## src/rtl/en_sequencer_pkg.sv

```systemverilog
// Shared definitions for the enable sequencer.
//   state_t   : FSM encoding (IDLE, RUN, FIN)
//   N_DEFAULT : default number of enable lines
//   LSB_FIRST / MSB_FIRST : walk order selected by DIR
package en_sequencer_pkg;

  typedef enum logic [1:0] {
    IDLE = 2'd0,
    RUN  = 2'd1,
    FIN  = 2'd2
  } state_t;

  localparam int unsigned N_DEFAULT = 5;

  localparam logic LSB_FIRST = 1'b0;
  localparam logic MSB_FIRST = 1'b1;

endpackage

```

## src/rtl/en_sequencer_pick.sv

```systemverilog
// first_set_pick: combinational priority picker.
//   VEC   in  N   candidate bit vector
//   DIR   in  1   LSB_FIRST picks the lowest set bit, MSB_FIRST the highest
//   IDX   out IW  index of the picked bit ('0 when nothing is set)
//   VALID out 1   at least one bit of VEC is set
module first_set_pick
  import en_sequencer_pkg::*;
#(
  parameter int unsigned N  = N_DEFAULT,
  parameter int unsigned IW = (N > 1) ? $clog2(N) : 1
) (
  input  logic [N-1:0]  VEC,
  input  logic          DIR,
  output logic [IW-1:0] IDX,
  output logic          VALID
);

  always_comb begin
    IDX   = '0;
    VALID = 1'b0;
    if (DIR == MSB_FIRST) begin
      for (int unsigned k = 0; k < N; k++) begin
        if (!VALID && VEC[N-1-k]) begin
          IDX   = IW'(N - 1 - k);
          VALID = 1'b1;
        end
      end
    end else begin
      for (int unsigned k = 0; k < N; k++) begin
        if (!VALID && VEC[k]) begin
          IDX   = IW'(k);
          VALID = 1'b1;
        end
      end
    end
  end

endmodule

```

## src/rtl/en_sequencer.sv

```systemverilog
// en_sequencer: writes a serial valid/ready stream into a programmable set of
// bit positions of a clock-gated register bank, one bit per accepted beat.
//   CLK, RST          clock, synchronous active-high reset
//   START, MASK, DIR  sequence request, positions to write, walk order (IDLE only)
//   ABORT             cancel a running sequence
//   D_VALID, D_IN     upstream beat
//   D_READY           beat can be accepted this cycle
//   EN, D_OUT         registered one-hot enable and data to the bank
//   BUSY, DONE        sequence in progress, one-cycle completion pulse
module en_sequencer
  import en_sequencer_pkg::*;
#(
  parameter int unsigned N = N_DEFAULT
) (
  input  logic         CLK,
  input  logic         RST,
  input  logic         START,
  input  logic [N-1:0] MASK,
  input  logic         DIR,
  input  logic         ABORT,
  input  logic         D_VALID,
  input  logic         D_IN,
  output logic         D_READY,
  output logic [N-1:0] EN,
  output logic         D_OUT,
  output logic         BUSY,
  output logic         DONE
);

  localparam int unsigned IW = (N > 1) ? $clog2(N) : 1;

  state_t        state, state_d;
  logic [N-1:0]  pend, pend_d;
  logic [IW-1:0] ptr, ptr_d;
  logic          dir_q, dir_d;
  logic [N-1:0]  en_q, en_d;
  logic          dout_q, dout_d;

  logic [N-1:0]  ptr_oh;
  logic [N-1:0]  pick_vec;
  logic          pick_dir;
  logic [IW-1:0] pick_idx;
  logic          pick_valid;

  // One picker serves both cases: in IDLE it looks at the incoming MASK,
  // in RUN at the pending set with the bit being written already removed.
  always_comb begin
    ptr_oh      = '0;
    ptr_oh[ptr] = 1'b1;
    if (state == IDLE) begin
      pick_vec = MASK;
      pick_dir = DIR;
    end else begin
      pick_vec = pend & ~ptr_oh;
      pick_dir = dir_q;
    end
  end

  first_set_pick #(.N(N), .IW(IW)) u_pick (
    .VEC   (pick_vec),
    .DIR   (pick_dir),
    .IDX   (pick_idx),
    .VALID (pick_valid)
  );

  always_ff @(posedge CLK) begin
    if (RST) begin
      state  <= IDLE;
      pend   <= '0;
      ptr    <= '0;
      dir_q  <= LSB_FIRST;
      en_q   <= '0;
      dout_q <= 1'b0;
    end else begin
      state  <= state_d;
      pend   <= pend_d;
      ptr    <= ptr_d;
      dir_q  <= dir_d;
      en_q   <= en_d;
      dout_q <= dout_d;
    end
  end

  always_comb begin
    state_d = state;
    pend_d  = pend;
    ptr_d   = ptr;
    dir_d   = dir_q;
    en_d    = '0;
    dout_d  = dout_q;
    case (state)
      IDLE: begin
        if (START) begin
          pend_d  = MASK;
          dir_d   = DIR;
          ptr_d   = pick_idx;
          state_d = pick_valid ? RUN : FIN;
        end
      end
      RUN: begin
        // ABORT takes priority so a same-cycle beat is never written.
        if (ABORT) begin
          pend_d  = '0;
          state_d = IDLE;
        end else if (D_VALID) begin
          en_d    = ptr_oh;
          dout_d  = D_IN;
          pend_d  = pick_vec;
          ptr_d   = pick_idx;
          state_d = pick_valid ? RUN : FIN;
        end
      end
      FIN: begin
        state_d = IDLE;
      end
      default: begin
        state_d = IDLE;
      end
    endcase
  end

  assign D_READY = (state == RUN);
  assign BUSY    = (state != IDLE);
  assign DONE    = (state == FIN);
  assign EN      = en_q;
  assign D_OUT   = dout_q;

endmodule

```

## config.mk

```make
export PLATFORM = sky130hd
export DESIGN_NAME = en_sequencer
export DESIGN_NICKNAME = d
export VERILOG_FILES = /design/src/rtl/en_sequencer_pkg.sv /design/src/rtl/en_sequencer_pick.sv /design/src/rtl/en_sequencer.sv
export SDC_FILE = /design/constraint.sdc
export NUM_CORES = 1
export LEC_CHECK = 0
export CORE_AREA = 2 2 47 49
export DETAILED_ROUTE_END_ITERATION = 6
export DIE_AREA = 0 0 49 51
export GPL_TIMING_DRIVEN = 0
export MAX_ROUTING_LAYER = met4
export PLACE_DENSITY_LB_ADDON = 0.12
export SKIP_LAST_GASP = 1
export SLEW_MARGIN = 5
export SYNTH_ARGS = -nofsm -noshare
export SYNTH_HDL_FRONTEND = slang
export SYNTH_SLANG_ARGS = --single-unit
```

## constraint.sdc

```tcl
create_clock -name CLK -period 2.1 [get_ports CLK]
set_input_delay 0.315 -clock CLK [delete_from_list [all_inputs] [get_ports CLK]]
set_output_delay 0.315 -clock CLK [all_outputs]
set_load 0.03 [all_outputs]
```

==> results.md, run 1 <==
* Status: completed
* Synth Area in Simple Gates at 0.270
* CTS clock-pin slew for the worst setup and hold paths at 0.11 ns
* Commonest cells post-synth: 17 x dfxtp_1, 10 x nand2_1, 10 x nor2_1
* Crit-path max FO at 4
* Syn nets at 120
* Place WS at -0.169 ns
* TritonCTS clock tree: yes
* Min Tclk post-route at 1.99 ns
* Post-detailed-route count of antenna-violating nets at 0
* Count of final setup violators at 0
* Clock latency on the worst-skew pair at 0.29 ns
* HP Start: D_OUT
* DPL Wire Length at 1610 um
* Synthesized area at 907 um^2
* Chip width at 49 um
* Detailed Routing Iterations Pass 1 at 5
* Largest net degree at the start of global routing at 11
* Drc violations at 0
* PortBufs at 20
* Post-synthesis adder-cell area fraction at 0
* Layout area overhead at 29.0%
* Max-cap violations at 0
* Period utilization at 0.948
* Post-synthesis sequential area ratio at 0.375
* Fin nets at 145
* FMAX at 0.502 GHz
* Finished Layout Cells at 160
* Mapped Cells at 108
* Setup Crit Path Kind: in -> reg
* Most numerous cell in the Yosys netlist: dfxtp_1
* WP data arrival at 2.14 ns
* First-pass GRT wire length at 3710 um
* Post-synthesis mux area share at 0.0276
* Mapped Avg Cell Area at 8.40 um^2
* Worst hold stages at 2
* Vias at 848
* IO Count at 21
* Leakage at 0.474 nW
* Total setup buffers inserted after CTS at 0
* Syn. warnings at 0
* Post-synth EDFFs at 0
* Cells after DPL at 156
* Ant diodes at 0
* Die Span Y at 51 um
* Min setup slack post-route at 0.110 ns
* Root buffer cell: clkbuf_4
* Worst path buffer plus inverter count at 1
* Vias in the first global route at 830
* Max clock buf depth at 2
* Gr usage total at 0.199
* Largest family of logic cells by synthesized area: compound AO/OA/AOI/OAI gates
* Fin. Hold Viols at 0
* Endpoint type of the worst setup path: flop
* H-Tree Level Count at 1
* Yosys top cell by area: dfxtp_1
* Clock Skew at 0.00205 ns
* Routability cong. at 0.833
* Max_slew headroom at 0.530
* Synth unique cells at 43
* Final wirelength at 2100 um
* Initial core utilization at 0.440
* CTS Buf Count at 3
* Synth top area share at 0.375
* CP peak stage delay at 0.52 ns
* Initial drt markers at 25
* Via density at 5.30
* R2R depth at 5
* Core area at 2060 um^2
* Synth Area in XOR/XNOR at 0
* Slowest cell on the critical path: or4_1
* R2r setup slk at 0.29 ns
* Worst vdd ir at 0.318 mV
* Initial antenna violation count at 0
* Grt ovf at 0
* HP Class: reg -> reg
* Critical R2R Capture: state[0]
* Yosys reg bits at 17
* Power Dens Cells at 667 nW/um^2
* Worst r2r src: ptr[0]
* Sink Count at 17
* Worst slew pin tran at 0.703 ns
* Startpoint Class: input port
* CP top delay family: simple AND/OR/NAND/NOR gates
* Rows at 17
* Die ar. at 2500 um^2
* Critical Path RT at 2.25 ns
* Post-synthesis compound-gate area fraction at 0.279
* RSZ-0062 raised after global routing: false
* Main flop type after synthesis: dfxtp_1
* Wire length per cell at 13.1 um
* Async SR Flop Fraction at 0
* Share of layout cells above drive strength 1 at 0.114
* Synth area leaders: dfxtp_1 38%, a211oi_1 4.1%, a22oi_1 4.1%, nand2_1 4.1%, nor2_1 4.1%
* Crit path cell chain: clkdlybuf4s50_1, or4_1, mux2_4, nor4_2, nor2b_1, a2111oi_0
* Hold endpoint: D_OUT
* Final slew viol count at 0
per-stage QoR:
step | power [mW] | cell area [um^2] | util | hold WS (ns) | setup TNS, ns
3_3_place_gp | 0.604 | 1140 | 0.554 | 0.446 | -0.298
4_1_cts | 0.783 | 1170 | 0.566 | 0.470 | 0
2_1_floorplan | 0.529 | 907 | - | 0.458 | 0
5_1_grt | 0.828 | 1170 | 0.567 | 0.534 | 0
6_report | 0.780 | 1170 | 0.567 | 0.471 | 0
3_5_place_dp | 0.604 | 1140 | 0.554 | 0.455 | -0.273
state kept, by name, summed over array words and instances (netlist names):
name / flops
D_OUT: 1
EN: 5
dir_q: 1
pend: 5
ptr: 3
state: 2
worst max path at each step:
stage          startpoint       end  cells past startpoint
6_report          MASK[2]  state[0]                      6
5_1_grt          state[1]      DONE                      3
4_1_cts          state[0]      BUSY                      3
3_5_place_dp      MASK[2]  state[0]                      6
3_3_place_gp      MASK[2]  state[0]                      6
2_1_floorplan     MASK[0]  state[0]                      5
layout by cell type (no fill, tap or decap), types with 2 or more instances in the layout:
cell type | Yosys | final
nand2b_1 | 3 | 3
nor2b_1 | 4 | 4
inv_1 | 3 | 3
inv_2 | 2 | 2
o21ai_0 | 4 | 4
clkdlybuf4s50_1 | 0 | 18
nand3b_1 | 2 | 2
a21o_1 | 3 | 3
clkbuf_4 | 0 | 3
nand3_1 | 3 | 3
dfxtp_1 | 17 | 17
a211oi_1 | 5 | 5
a21oi_1 | 4 | 4
nand2_1 | 10 | 10
nor2_1 | 10 | 10
clkbuf_1 | 1 | 2
a22oi_1 | 5 | 5
nor3_1 | 5 | 5
cells by family (layout without fill, tap and decap cells):
logic type      after synthesis  after routing
compound gates               34             34
buf+inv                       9             33
flops                        17             17
mux                           2              2
simple gates                 46             46
per-layer routing:
layer	wire length, um	vias to the layer above	track usage
met4	17	0	0.0714
met1	1050	375	0.260
met5	0	-	-
met2	945	18	0.324
li1	-	453	-
met3	83	2	0.0175
tightest hold or removal path, delay by kind of cell, from the launching register on:
kind / cells / cell delay, ns
compound gates: 1 / 0.06
simple gates: 1 / 0.05
flops: 1 / 0.33
where the power goes:
part / switching, mW / internal [mW] / total [mW]
combinational: 0.128 / 0.101 / 0.229
clock: 0.110 / 0.0737 / 0.184
sequential: 0.0216 / 0.346 / 0.368
total: 0.259 / 0.521 / 0.780
final cells by class:
class	count	area, um^2
plain buffers	4	25.0
clock buffers	4	26.3
fillers	201	893
inverters	5	18.8
multi-input cells	82	523
flip-flops and latches	17	340
well taps	28	35.0
repair buffers	20	201
repair_timing:
| item | 4_1_cts | 5_1_grt |
|---|---|---|
| endpoints found under the setup margin | 1 | 1 |
| hold buffers | 0 | 0 |
| resized for setup | 1 | 1 |
No activity file was read; power rests on OpenSTA's default activity.
==> run 2, diff against run 1 <==
MAX_ROUTING_LAYER = default   (was met4)
==> results.md, run 2 (synthesis gave the netlist of run 1 again) <==
* Grt ovf at 0
* Startpoint Class: flop
* Clock network fraction of total power at 0.231
* Clock latency on the worst-skew pair at 0.29 ns
* Routability cong. at 0.849
* Cells after DPL at 156
* HP Class: reg -> reg
* Period utilization at 0.925
* Chip width at 49 um
* Crit-path max FO at 9
* Max-cap violations at 0
* Status: completed
* Flop pwr share at 0.476
* Fill cells at 207
* Most frequent cells in the layout: 18 x clkdlybuf4s50_1, 17 x dfxtp_1, 10 x nor2_1, 10 x nand2_1
* Die Span Y at 51 um
* Min setup slack post-route at 0.158 ns
* H-Tree Level Count at 1
* CP top delay family: buffers and inverters
* Gr usage total at 0.193
* Dpl cell area at 1140 um^2
* Endpoint type of the worst setup path: output pin
* Vias in the first global route at 823
* Utilization after layout at 0.567
* Clock Skew at 0.00276 ns
* Worst vdd ir at 0.430 mV
* Post-detailed-route count of antenna-violating nets at 0
* Critical Path RT at 1.78 ns
* Initial drt markers at 19
* Max clock buf depth at 2
* Share of layout cells above drive strength 1 at 0.114
* Switching Share at 0.326
* Root buffer cell: clkbuf_4
* Commonest non-fill, non-tap cell in the layout: clkdlybuf4s50_1
* Crit path cell chain: buf_2, nor2b_1, clkdlybuf4s50_1
* FMAX at 0.515 GHz
* Initial core utilization at 0.440
* Sink Count at 17
* Finished Layout Cells at 160
* Layout area overhead at 29.0%
* Vias at 910
* P_sw at 0.252 mW
* Final wirelength at 2070 um
* Fin nets at 145
* Final slew viol count at 0
* Detailed Routing Iterations Pass 1 at 4
* WP data arrival at 1.63 ns
* Drc violations at 0
* Setup Crit Path Kind: reg -> out
* Hold_buf cts at 0
* Max_slew headroom at 0.547
* Slowest cell on the critical path: clkdlybuf4s50_1
* Worst slew pin tran at 0.679 ns
* FF/Latch Area at 340 um^2
* Count of final setup violators at 0
* Ant diodes at 0
* Power Dens Cells at 661 nW/um^2
* Core area at 2060 um^2
* Fin Hold WS at 0.466 ns
* Fin. Hold Viols at 0
* CP peak stage delay at 0.67 ns
* CTS clock-pin slew for the worst setup and hold paths at 0.10 ns
* Logic pwr share at 0.293
* PortBufs at 20
* RSZ-0062 raised after global routing: false
* Largest net degree at the start of global routing at 11
* Via density at 5.69
* Rows at 17
* Area of the multi-input gates at 523 um^2
* Die ar. at 2500 um^2
* Min Tclk post-route at 1.94 ns
* Worst path buffer plus inverter count at 2
* Int Power at 0.522 mW
* Wire length per cell at 12.9 um
* TritonCTS clock tree: yes
* First-pass GRT wire length at 3680 um
* Leakage at 0.474 nW
* DPL Wire Length at 1580 um
* CTS Buf Count at 3
* IO Count at 21
* Design area at 1170 um^2
* Place WS at -0.128 ns
* Initial antenna violation count at 0
[run 2: cell counts in the layout (fill, tap and decap cells not counted)]
Identical to the previous run, type by type.
[run 2: area by class of cell]
cell class | instances | area share
inverter | 5 | 0.0160
sequential | 17 | 0.291
tap | 28 | 0.0299
timing repair buffer | 20 | 0.172
multi-input combinational | 82 | 0.447
buffer | 4 | 0.0214
clock buffer | 4 | 0.0225
[run 2: worst register-to-register path, cell delays in order, from the launching register on]
cell and delay (ns):
dfxtp_1 0.47, inv_2 0.09, o311a_2 0.44, nor4_2 0.32
nor2b_1 0.21, a2111oi_0 0.12
[run 2: timing repair]
action	4_1_cts	5_1_grt
setup endpoints to repair	1	1
resized for setup	1	1
gates cloned	0	0
buffers inserted	0	0
[run 2: stage by stage]
| stage | power (mW) | setup TNS (ns) |
|---|---|---|
| after CTS | 0.779 | 0 |
| after floorplan | 0.529 | 0 |
| final | 0.774 | 0 |
| after global routing | 0.828 | 0 |
| after detailed placement | 0.603 | -0.190 |
| after global placement | 0.601 | -0.209 |
[run 2: path summary, 6_finish.rpt]
kind | from | to | slack (ns) | cells past startpoint
max | state[1] | DONE | 0.16 | 3
min | D_OUT | D_OUT | 0.47 | 2
max reg2reg | ptr[0] | state[0] | 0.30 | 5
min reg2reg | D_OUT | D_OUT | 0.47 | 2
[run 2: metal layers]
metal	part of all wire	GRT usage
met1	0.44	0.255
met2	0.46	0.297
met3	0.079	0.0175
met4	0.015	0.143
met5	0	0
[run 2: power groups by stage]
stage / combinational (mW) / sequential (mW) / clock, mW
floorplan: 0.158 / 0.372 / 0
global placement: 0.226 / 0.375 / 0
detailed placement: 0.227 / 0.375 / 0
CTS: 0.226 / 0.368 / 0.185
global route: 0.253 / 0.373 / 0.203
finish: 0.227 / 0.369 / 0.179
==> run 3, diff against run 2 <==
PLACE_DENSITY = 0.72   (was default)
PLACE_DENSITY_LB_ADDON = default   (was 0.12)
==> results.md, run 3 (synthesis gave the netlist of run 1 again) <==
* Status: completed
* HP Class: reg -> reg
* CTS Buf Count at 3
* IO Count at 21
* Post-detailed-route count of antenna-violating nets at 0
* Grt ovf at 0
* PortBufs at 20
* Leakage at 0.460 nW
* Most frequent cells in the layout: 19 x clkdlybuf4s50_1, 16 x dfxtp_1, 10 x nor2_1, 10 x nand2_1
* Clock Skew at 0.00138 ns
* Area of the multi-input gates at 523 um^2
* Max clock buf depth at 2
* Final Power at 0.773 mW
* TritonCTS clock tree: yes
* Clock network fraction of total power at 0.228
* Die ar. at 2500 um^2
* Initial antenna violation count at 0
* Setup Crit Path Kind: reg -> out
* P_sw at 0.251 mW
* Min Tclk post-route at 2.00 ns
* H-Tree Level Count at 1
* Core area at 2060 um^2
* Fill cells at 201
* Int Power at 0.523 mW
* Hold_buf cts at 0
* Max_slew headroom at 0.536
* Initial drt markers at 19
* CTS clock-pin slew for the worst setup and hold paths at 0.10 ns
* Count of final setup violators at 0
* Wire length per cell at 13.4 um
* Via density at 5.54
* Detailed Routing Iterations Pass 1 at 4
* Flop pwr share at 0.477
* Layout area overhead at 28.8%
* Drc violations at 0
* Startpoint Class: flop
* Chip width at 49 um
* Ant diodes at 0
* Fin nets at 145
* First-pass GRT wire length at 3620 um
* Period utilization at 0.951
* Utilization after layout at 0.566
* FMAX at 0.501 GHz
* Endpoint type of the worst setup path: output pin
* Worst vdd ir at 0.364 mV
* Switching Share at 0.324
* Worst slew pin tran at 0.695 ns
* Gr usage total at 0.189
* Logic pwr share at 0.296
* Clock latency on the worst-skew pair at 0.29 ns
* Die Span Y at 51 um
* Max-cap violations at 0
* Final wirelength at 2140 um
* Initial core utilization at 0.440
* Total setup buffers inserted after CTS at 0
* Commonest non-fill, non-tap cell in the layout: clkdlybuf4s50_1
* WP data arrival at 1.68 ns
* Root buffer cell: clkbuf_4
* FF/Latch Area at 342 um^2
* Vias in the first global route at 799
* RSZ-0062 raised after global routing: false
* Largest net degree at the start of global routing at 11
* Power Dens Cells at 662 nW/um^2
* Vias at 887
* Sink Count at 17
* Critical Path RT at 1.78 ns
* Share of layout cells above drive strength 1 at 0.121
* Rows at 17
* Routability cong. at 0.844
* Setup_tns at 0 ns
* Final slew viol count at 0
* DPL Wire Length at 1650 um
* Cts repair resizes at 1
* Fin. Hold Viols at 0
* Crit-path max FO at 9
-- run 3: critical path, cell delays in order (launching register included) --
cell             delay (ns)
dfxtp_1                0.32
buf_2                  0.20
nor2_4                 0.07
inv_2                  0.12
clkdlybuf4s50_1        0.68
-- run 3: area by class of cell --
cell class                      instances  share of cell area
Multi-Input combinational cell         82               0.448
Sequential cell                        17               0.292
Timing Repair Buffer                   20               0.170
Tap cell                               28              0.0300
Clock buffer                            4              0.0225
Buffer                                  4              0.0214
Inverter                                5              0.0161
-- run 3: layer usage --
| layer | wire [um] | share of wire | GRT usage | vias to the layer above |
|---|---|---|---|---|
| met5 | 0 | 0 | 0 | - |
| met4 | 31 | 0.015 | 0.0714 | 0 |
| met3 | 103 | 0.048 | 0.0263 | 4 |
| met2 | 1040 | 0.49 | 0.324 | 27 |
| met1 | 963 | 0.45 | 0.241 | 405 |
| li1 | - | - | - | 451 |
-- run 3: power by group through the flow --
stage	registers [mW]	logic [mW]	clock network, mW
floorplan	0.372	0.158	0
global placement	0.374	0.226	0
detailed placement	0.375	0.229	0
CTS	0.368	0.228	0.182
global route	0.373	0.251	0.200
finish	0.369	0.229	0.176
-- run 3: through the flow --
| stage | setup WS [ns] | std cells | hold WS, ns | instance area, um^2 |
|---|---|---|---|---|
| after CTS | 0.0832 | 160 | 0.475 | 1170 |
| after detailed placement | -0.148 | 156 | 0.458 | 1140 |
| after global routing | 0.0235 | 160 | 0.521 | 1170 |
| final | 0.102 | 160 | 0.466 | 1170 |
| after global placement | -0.165 | 156 | 0.447 | 1140 |
| after floorplan | 0.487 | 108 | 0.458 | 907 |
-- run 3: path summary, 6_finish.rpt --
kind | start | to | slack [ns] | cells after the start
min | D_OUT | D_OUT | 0.47 | 2
max reg2reg | ptr[0] | state[0] | 0.32 | 5
max | state[1] | BUSY | 0.10 | 4
min reg2reg | D_OUT | D_OUT | 0.47 | 2
==> variant (flow settings as in run 1) <==
Take the reset off `en_q` and load it in a clocked block of its own.
--- a/src/rtl/en_sequencer.sv
+++ b/src/rtl/en_sequencer.sv
@@ -71,3 +71,2 @@
       dir_q  <= LSB_FIRST;
-      en_q   <= '0;
       dout_q <= 1'b0;
@@ -78,5 +77,8 @@
       dir_q  <= dir_d;
-      en_q   <= en_d;
       dout_q <= dout_d;
     end
+  end
+
+  always_ff @(posedge CLK) begin
+    en_q <= en_d;
   end
Formal check against the unedited RTL: differs if RST is asserted again (counterexample within 4 cycles, from zero or initial values and one cycle with RST high); with RST held inactive, the same outputs for 10 cycles.
==> variant against run 1 <==
Wire length rose by 17%. Synthesized cell count rose by 10%. Area after synthesis rose by 9.0%. Power rose by 6.3%. Non-clock buffer count did not move. Design area rose by 5.8%. Worst setup slack improved by 0.020 ns. Critical path depth did not move. Sequential cell count did not move. Critical path type unchanged. Critical endpoint is now ptr[0]$_SDFFE_PP0P_. Highest routed layer unchanged.
==> variant: results (changes against run 1) <==
<table>
<tr><th>Metric</th><th>Value</th></tr>
<tr><th colspan="2">Logic synthesis</th></tr>
<tr><td>Synth area leaders</td><td>sky130_fd_sc_hd__dfxtp_1 34%, sky130_fd_sc_hd__nor2_1 5.3%, sky130_fd_sc_hd__nand2_1 3.8%, sky130_fd_sc_hd__buf_6 3.4%, sky130_fd_sc_hd__o21ai_0 3.0% (was sky130_fd_sc_hd__dfxtp_1 38%, sky130_fd_sc_hd__a211oi_1 4.1%, sky130_fd_sc_hd__a22oi_1 4.1%, sky130_fd_sc_hd__nand2_1 4.1%, sky130_fd_sc_hd__nor2_1 4.1%)</td></tr>
<tr><td>Top cells by count, synth</td><td>17 x sky130_fd_sc_hd__dfxtp_1, 14 x sky130_fd_sc_hd__nor2_1, 10 x sky130_fd_sc_hd__nand2_1, 6 x sky130_fd_sc_hd__o21ai_0, 5 x sky130_fd_sc_hd__a21oi_1 (was 17 x sky130_fd_sc_hd__dfxtp_1, 10 x sky130_fd_sc_hd__nand2_1, 10 x sky130_fd_sc_hd__nor2_1)</td></tr>
<tr><th colspan="2">GRT</th></tr>
<tr><td>Number of global-route vias before repair</td><td>899 (was 830)</td></tr>
<tr><td>GR Util met1</td><td>27.1% (was 26.0%)</td></tr>
<tr><td>Met2 layer usage reported by global route</td><td>36.3% (was 32.4%)</td></tr>
<tr><td>Global routing met3 resource utilization</td><td>2.92% (was 1.75%)</td></tr>
<tr><th colspan="2">Power and ir drop</th></tr>
<tr><td>Proportion of power drawn by the clock network</td><td>22.0% (was 23.5%)</td></tr>
<tr><td>Net Switching</td><td>0.287 mW (was 0.259 mW)</td></tr>
<tr><td>Combinational logic power</td><td>0.275 mW (was 0.229 mW)</td></tr>
<tr><th colspan="2">Routing</th></tr>
<tr><td>Vias after detailed routing</td><td>1009 (was 848)</td></tr>
<tr><td>DRT met1 WL</td><td>1070 µm (was 1050 µm)</td></tr>
<tr><td>DR WL/cell</td><td>14.6 µm (was 13.1 µm)</td></tr>
<tr><td>Number of detailed-route iterations in the first pass</td><td>4 (was 5)</td></tr>
<tr><th colspan="2">Setup path</th></tr>
<tr><td>Worst setup startpoint</td><td>ABORT (was MASK[2])</td></tr>
<tr><td>Cell family with the largest share of critical-path delay</td><td>compound AO/OA/AOI/OAI gates (was simple AND/OR/NAND/NOR gates)</td></tr>
<tr><td>Critical R2R Capture</td><td>ptr[0]$_SDFFE_PP0P_ (was state[0]$_SDFFE_PP0P_)</td></tr>
<tr><th colspan="2">Run status</th></tr>
<tr><td>Run status</td><td>completed (unchanged)</td></tr>
<tr><th colspan="2">Placed design</th></tr>
<tr><td>Number of buffers added on ports</td><td>19 (was 20)</td></tr>
<tr><th colspan="2">Cells and area</th></tr>
<tr><td>Number of nets in the final layout</td><td>154 (was 145)</td></tr>
<tr><th colspan="2">Hold path</th></tr>
<tr><td>Worst min-delay path endpoint</td><td>pend[4]$_SDFFE_PP0P_ (was D_OUT$_SDFFE_PP0P_)</td></tr>
</table>
## variant: changes by cell type in the layout (fill, tap and decap cells not counted), moves of 3 or more
cell	before	now
sky130_fd_sc_hd__nor3b_1	0	3
sky130_fd_sc_hd__o211ai_1	1	4
sky130_fd_sc_hd__a21o_1	3	0
sky130_fd_sc_hd__a32oi_1	0	3
sky130_fd_sc_hd__nor3_1	5	1
sky130_fd_sc_hd__nor2b_1	4	1
sky130_fd_sc_hd__nor2_1	10	14
sky130_fd_sc_hd__a22oi_1	5	0
## variant: final cells by class
| class | count | share of cell area, % |
|---|---|---|
| repair buffers | 19 | 15.5 |
| inverters | 5 | 1.52 |
| flip-flops and latches | 17 | 27.5 |
| clock buffers | 4 | 2.12 |
| multi-input cells | 91 | 47.1 |
| well taps | 28 | 2.83 |
| plain buffers | 5 | 3.44 |
